File: src/rtl/rate_gen_pkg.sv
// Shared constants and helpers for the programmable rate generator.
// The reset divisor yields a 4 kHz square wave from a 50 MHz system clock.
package rate_gen_pkg;

    localparam int CNT_W          = 16;
    localparam int DIV_4KHZ_50MHZ = 6250;
    localparam int MIN_DIV        = 2;

    // Half-periods below min_val cannot produce a distinct mid-phase strobe.
    function automatic logic [CNT_W-1:0] clamp_div(
        input logic [CNT_W-1:0] value,
        input logic [CNT_W-1:0] min_val
    );
        return (value < min_val) ? min_val : value;
    endfunction

endpackage

File: src/rtl/rate_gen.sv
// Runtime-programmable rate generator: divided square wave plus rise/fall/mid strobes.
// A newly loaded divisor waits in a shadow register until the next half-period boundary.
module rate_gen #(
    parameter int CNT_W        = rate_gen_pkg::CNT_W,
    parameter int HALF_DIV_RST = rate_gen_pkg::DIV_4KHZ_50MHZ,
    parameter int MIN_DIV      = rate_gen_pkg::MIN_DIV
) (
    input  logic             clk_in,
    input  logic             rst,
    input  logic             en,
    input  logic             sync,
    input  logic [CNT_W-1:0] div_in,
    input  logic             div_load,
    output logic             clk_out,
    output logic             tick_rise,
    output logic             tick_fall,
    output logic             tick_mid,
    output logic             div_pending
);
    import rate_gen_pkg::*;

    logic [CNT_W-1:0] cnt_q, cnt_d;
    logic [CNT_W-1:0] div_act_q, div_act_d;
    logic [CNT_W-1:0] div_pend_q, div_pend_d;
    logic [CNT_W-1:0] load_val;
    logic             pend_q, pend_d;
    logic             clk_q, clk_d;
    logic             rise_q, rise_d;
    logic             fall_q, fall_d;
    logic             mid_q, mid_d;
    logic             wrap;
    logic             boundary;

    always_comb begin
        load_val   = clamp_div(div_in, CNT_W'(MIN_DIV));
        wrap       = en && (cnt_q == div_act_q - 1'b1);
        boundary   = 1'b0;
        cnt_d      = cnt_q;
        clk_d      = clk_q;
        div_act_d  = div_act_q;
        div_pend_d = div_pend_q;
        pend_d     = pend_q;
        rise_d     = 1'b0;
        fall_d     = 1'b0;
        mid_d      = 1'b0;

        if (sync) begin
            cnt_d    = '0;
            clk_d    = 1'b0;
            boundary = 1'b1;
        end else if (wrap) begin
            cnt_d    = '0;
            clk_d    = ~clk_q;
            rise_d   = ~clk_q;
            fall_d   = clk_q;
            boundary = 1'b1;
        end else if (en) begin
            cnt_d = cnt_q + 1'b1;
            mid_d = clk_q && (cnt_d == (div_act_q >> 1));
        end

        // A load coinciding with a boundary bypasses the shadow register.
        if (boundary) begin
            if (div_load) begin
                div_act_d = load_val;
            end else if (pend_q) begin
                div_act_d = div_pend_q;
            end
            pend_d = 1'b0;
        end else if (div_load) begin
            div_pend_d = load_val;
            pend_d     = 1'b1;
        end
    end

    always_ff @(posedge clk_in) begin
        if (rst) begin
            cnt_q      <= '0;
            clk_q      <= 1'b0;
            div_act_q  <= CNT_W'(HALF_DIV_RST);
            div_pend_q <= CNT_W'(HALF_DIV_RST);
            pend_q     <= 1'b0;
            rise_q     <= 1'b0;
            fall_q     <= 1'b0;
            mid_q      <= 1'b0;
        end else begin
            cnt_q      <= cnt_d;
            clk_q      <= clk_d;
            div_act_q  <= div_act_d;
            div_pend_q <= div_pend_d;
            pend_q     <= pend_d;
            rise_q     <= rise_d;
            fall_q     <= fall_d;
            mid_q      <= mid_d;
        end
    end

    assign clk_out     = clk_q;
    assign tick_rise   = rise_q;
    assign tick_fall   = fall_q;
    assign tick_mid    = mid_q;
    assign div_pending = pend_q;

endmodule

File: config.mk
export PLATFORM = sky130hd
export DESIGN_NAME = rate_gen
export DESIGN_NICKNAME = d
export VERILOG_FILES = /design/src/rtl/rate_gen_pkg.sv /design/src/rtl/rate_gen.sv
export SDC_FILE = /design/constraint.sdc
export NUM_CORES = 1
export LEC_CHECK = 0
export CAP_MARGIN = 20
export CORE_UTILIZATION = 45
export CTS_CLUSTER_DIAMETER = 80
export CTS_CLUSTER_SIZE = 20
export DETAILED_ROUTE_END_ITERATION = 8
export PLACE_DENSITY_LB_ADDON = 0.05
export SYNTH_ARGS = -nofsm -noshare
export SYNTH_HDL_FRONTEND = slang
export SYNTH_SLANG_ARGS = --single-unit
export TNS_END_PERCENT = 100
File: constraint.sdc
create_clock -name clk_in -period 7.75 [get_ports clk_in]
set_input_delay 0.775 -clock clk_in [delete_from_list [all_inputs] [get_ports clk_in]]
set_output_delay 0.775 -clock clk_in [all_outputs]
set_load 0.1 [all_outputs]
==> impl_metrics.py <==
metrics = {
    "die": {
        "die_w_um": 89.1,
        "coreArea_um2": 7290,
        "num_io_pins": 26,
        "die_h_um": 89.1,
        "die_area_um2": 7940,
        "rows": 31,
        "initial_core_util": 0.468,
    },
    "clocking": {
        "clk_pin_slew_worst_paths_ns": 0.11,
        "cts_buffers": 5,
        "clockBufferDepth": 2,
        "clkLatencyLatePin_ns": 0.32,
        "post_cts_buffers": 0,
        "cts_resized": 0,
        "clock-sinks": 53,
        "htreeDepth": 2,
        "clock-root-buffer": "clkbuf_8",
        "hold_buffers": 0,
        "cts_tree": "built",
    },
    "critical_path": {
        "critPathMaxStageDelay_ns": 1.11,
        "crit_chain": "clkdlybuf4s50_1, inv_1, nor3_4, o21ai_0",
        "reg2reg_slack_ns": 4.86,
        "crit_arrival_ns": 3.20,
        "startpoint_type": "input pin",
        "critPathMaxFanout": 24,
        "end_kind": "register",
        "crit_type": "input pin to register",
        "path_delay_family": "buffers and inverters",
        "crit_buf_inv": 2,
        "cp.required_ns": 7.93,
        "slowest_stage": "clkdlybuf4s50_1",
    },
    "layout": {
        "antennaDiodeCount": 0,
        "final_util": 0.513,
        "final_area_um2": 3740,
        "layout.nets": 411,
        "area_growth_pct": 9.49,
        "drive_gt1_frac": 0.0771,
    },
    "detailed_routing": {
        "wl_per_cell_um": 15.7,
        "drt-met1-wl_um": 3800,
        "drc": 0,
        "drt_iter0_markers": 118,
        "viasPerCell": 5.71,
        "routed_wl_um": 7640,
        "dr_wl_met3_um": 197,
        "first_pass_iters": 4,
        "dr_total_vias": 2785,
        "routed.top_layer": "met4",
        "ant_nets": 0,
        "dr_wl_met2_um": 3590,
    },
    "sta": {
        "tightest_slew_ns": 0.977,
        "setup_viol": 0,
        "fin_setup_tns_ns": 0,
        "fmax_ghz": 0.331,
        "worst_slack_ns": 4.73,
        "relSlewSlack": 0.347,
        "period_share": 0.390,
        "rsz0062_at_grt": "no",
        "slew_viol_final": 0,
        "min_period_ns": 3.02,
        "hold_viol_final": 0,
        "fin_skew_ns": 0.0135,
    },
    "place": {
        "postPlaceCellArea_um2": 3590,
        "port_buffers": 25,
        "globalplace.congestion": 0.816,
        "place_ws_ns": 4.35,
        "dp_hpwl_um": 5470,
    },
    "power": {
        "irDropWorstVdd_mv": 0.0639,
        "leakagePower_nw": 1.47,
        "power.switching_w": 0.000161,
        "p_comb_frac": 0.144,
        "p_per_area_nw_per_um2": 156,
        "internal_power_w": 0.000421,
        "clockPowerShare": 0.350,
        "switching_share": 0.277,
        "sequentialPowerShare": 0.507,
    },
    "grt": {
        "grt_use_total": 0.211,
        "grt_max_degree": 41,
        "antenna_found_initial": 0,
        "grt_pass1_vias": 2528,
        "grt_pass1_wl_um": 13000,
        "overflow": 0,
    },
    "logic_synthesis": {
        "synth_edf_count": 0,
        "yosysTopAreaCellShare": 0.311,
        "synth_top_cell_by_area": "dfxtp_1",
        "async_reset_ff_frac": 0,
        "postSynthAreaPerCell_um2": 8.65,
        "synthesis.area_um2": 3420,
        "syn_nets": 418,
        "synth_seq_cells": 53,
        "netlist_instances": 395,
        "synth_ff_type": "dfxtp_1",
        "ys.warnings.count": 0,
        "synthTopCellsByArea": "dfxtp_1 (31%), xor2_1 (8.2%), xnor2_1 (6.7%)",
        "yosysSeqAreaShare": 0.311,
        "ys_types": 64,
    },
    "status": {
        "outcome": "finished clean",
    },
    "hold_path": {
        "hold_path.class": "register to register",
    },
    "run": {
        "max-cap-violations": 0,
    },
}
[cell type report]
cell class / count / area (µm²)
clock buffer: 5 / 68.8
clock inverter: 3 / 50.0
fill: 761 / 3550
inverter: 10 / 37.5
multi-input combinational: 292 / 2120
sequential: 53 / 1060
tap: 99 / 124
timing repair buffer: 26 / 278
[placed cells by master (no fill, tap or decap), drive strengths merged, types with 2 or more instances in the layout]
cell	count
a21oi	3
a31o	10
a31oi	2
and3	6
and3b	2
and4	2
clkbuf	5
clkdlybuf4s50	25
dfxtp	53
ha	2
inv	11
mux2i	18
nand2	25
nand3	19
nand4	20
nor2	38
nor2b	4
nor3	10
nor3b	2
nor4	7
o211a	6
o211ai	9
o21ai	6
o311a	11
o31ai	10
o41ai	2
or3	2
xnor2	26
xor2	32
[power by group through the flow]
| stage | Clock, W | Sequential, W | Combinational, W |
|---|---|---|---|
| floorplan | 0 | 0.000295 | 0.0000635 |
| global placement | 0 | 0.000301 | 0.0000813 |
| detailed placement | 0 | 0.000301 | 0.0000817 |
| CTS | 0.000211 | 0.000295 | 0.0000821 |
| global route | 0.000224 | 0.000297 | 0.0000921 |
| finish | 0.000204 | 0.000295 | 0.0000835 |
[cells in the mapped netlist (all sizes together) (2+ instances only)]
library cell and instances:
a31o 10, nor2b 4, mux2i 18, and3b 2, ha 2, o211a 6, clkbuf 21, xor2 32
nor3 10, inv 10, buf 19, and4 2, and3 6, nand2 25, nand3 19, o211ai 9
o311a 11, xnor2 26, o41ai 2, a31oi 2, o31ai 10, o21ai 6, nor2 38, nor4 7
dfxtp 53, or3 2, nand4 20, a21oi 3, nor3b 2
[routing by layer]
metal | global-route usage | vias to the layer above
met5 | 0 | -
met4 | 0.0476 | 0
met3 | 0.0332 | 4
met2 | 0.345 | 50
met1 | 0.293 | 1319
li1 | - | 1412
[tightest hold or removal path: stages, from the launching register on]
cell     delay, ns
dfxtp_1       0.32
nand2_1       0.05
o21ai_0       0.06
[worst paths after layout]
path            startpoint             to  cells after the start
min          div_pend_q[0]  div_pend_q[0]                      2
max reg2reg       cnt_q[0]       tick_mid                      8
min reg2reg  div_pend_q[0]  div_pend_q[0]                      2
max               div_load  div_pend_q[0]                      4
[registers in the layout (all words and copies together) (netlist names)]
| signal | flops |
|---|---|
| div_act_q | 16 |
| tick_mid | 1 |
| div_pend_q | 16 |
| clk_out | 1 |
| div_pending | 1 |
| tick_rise | 1 |
| cnt_q | 16 |
| tick_fall | 1 |
[logic make-up (layout without fill, tap and decap cells)]
group,count (synthesis),in the layout,share of synthesized area
XOR/XNOR,58,58,0.149
adder cells (fa/ha/maj),2,2,0.00732
multiplexers,19,19,0.0571
AO/OA/AOI/OAI,67,67,0.171
AND/OR/NAND/NOR,146,146,0.237
buffers and inverters,50,44,0.0685
flip-flops,53,53,0.311
[metrics by stage]
stage,hold slack (ns),power [W],std cells
2_1_floorplan,0.431,0.000359,395
3_5_place_dp,0.449,0.000383,479
4_1_cts,0.464,0.000588,487
6_report,0.466,0.000582,488
3_3_place_gp,0.451,0.000382,479
5_1_grt,0.484,0.000612,488
(Power assumes the default switching activity.)
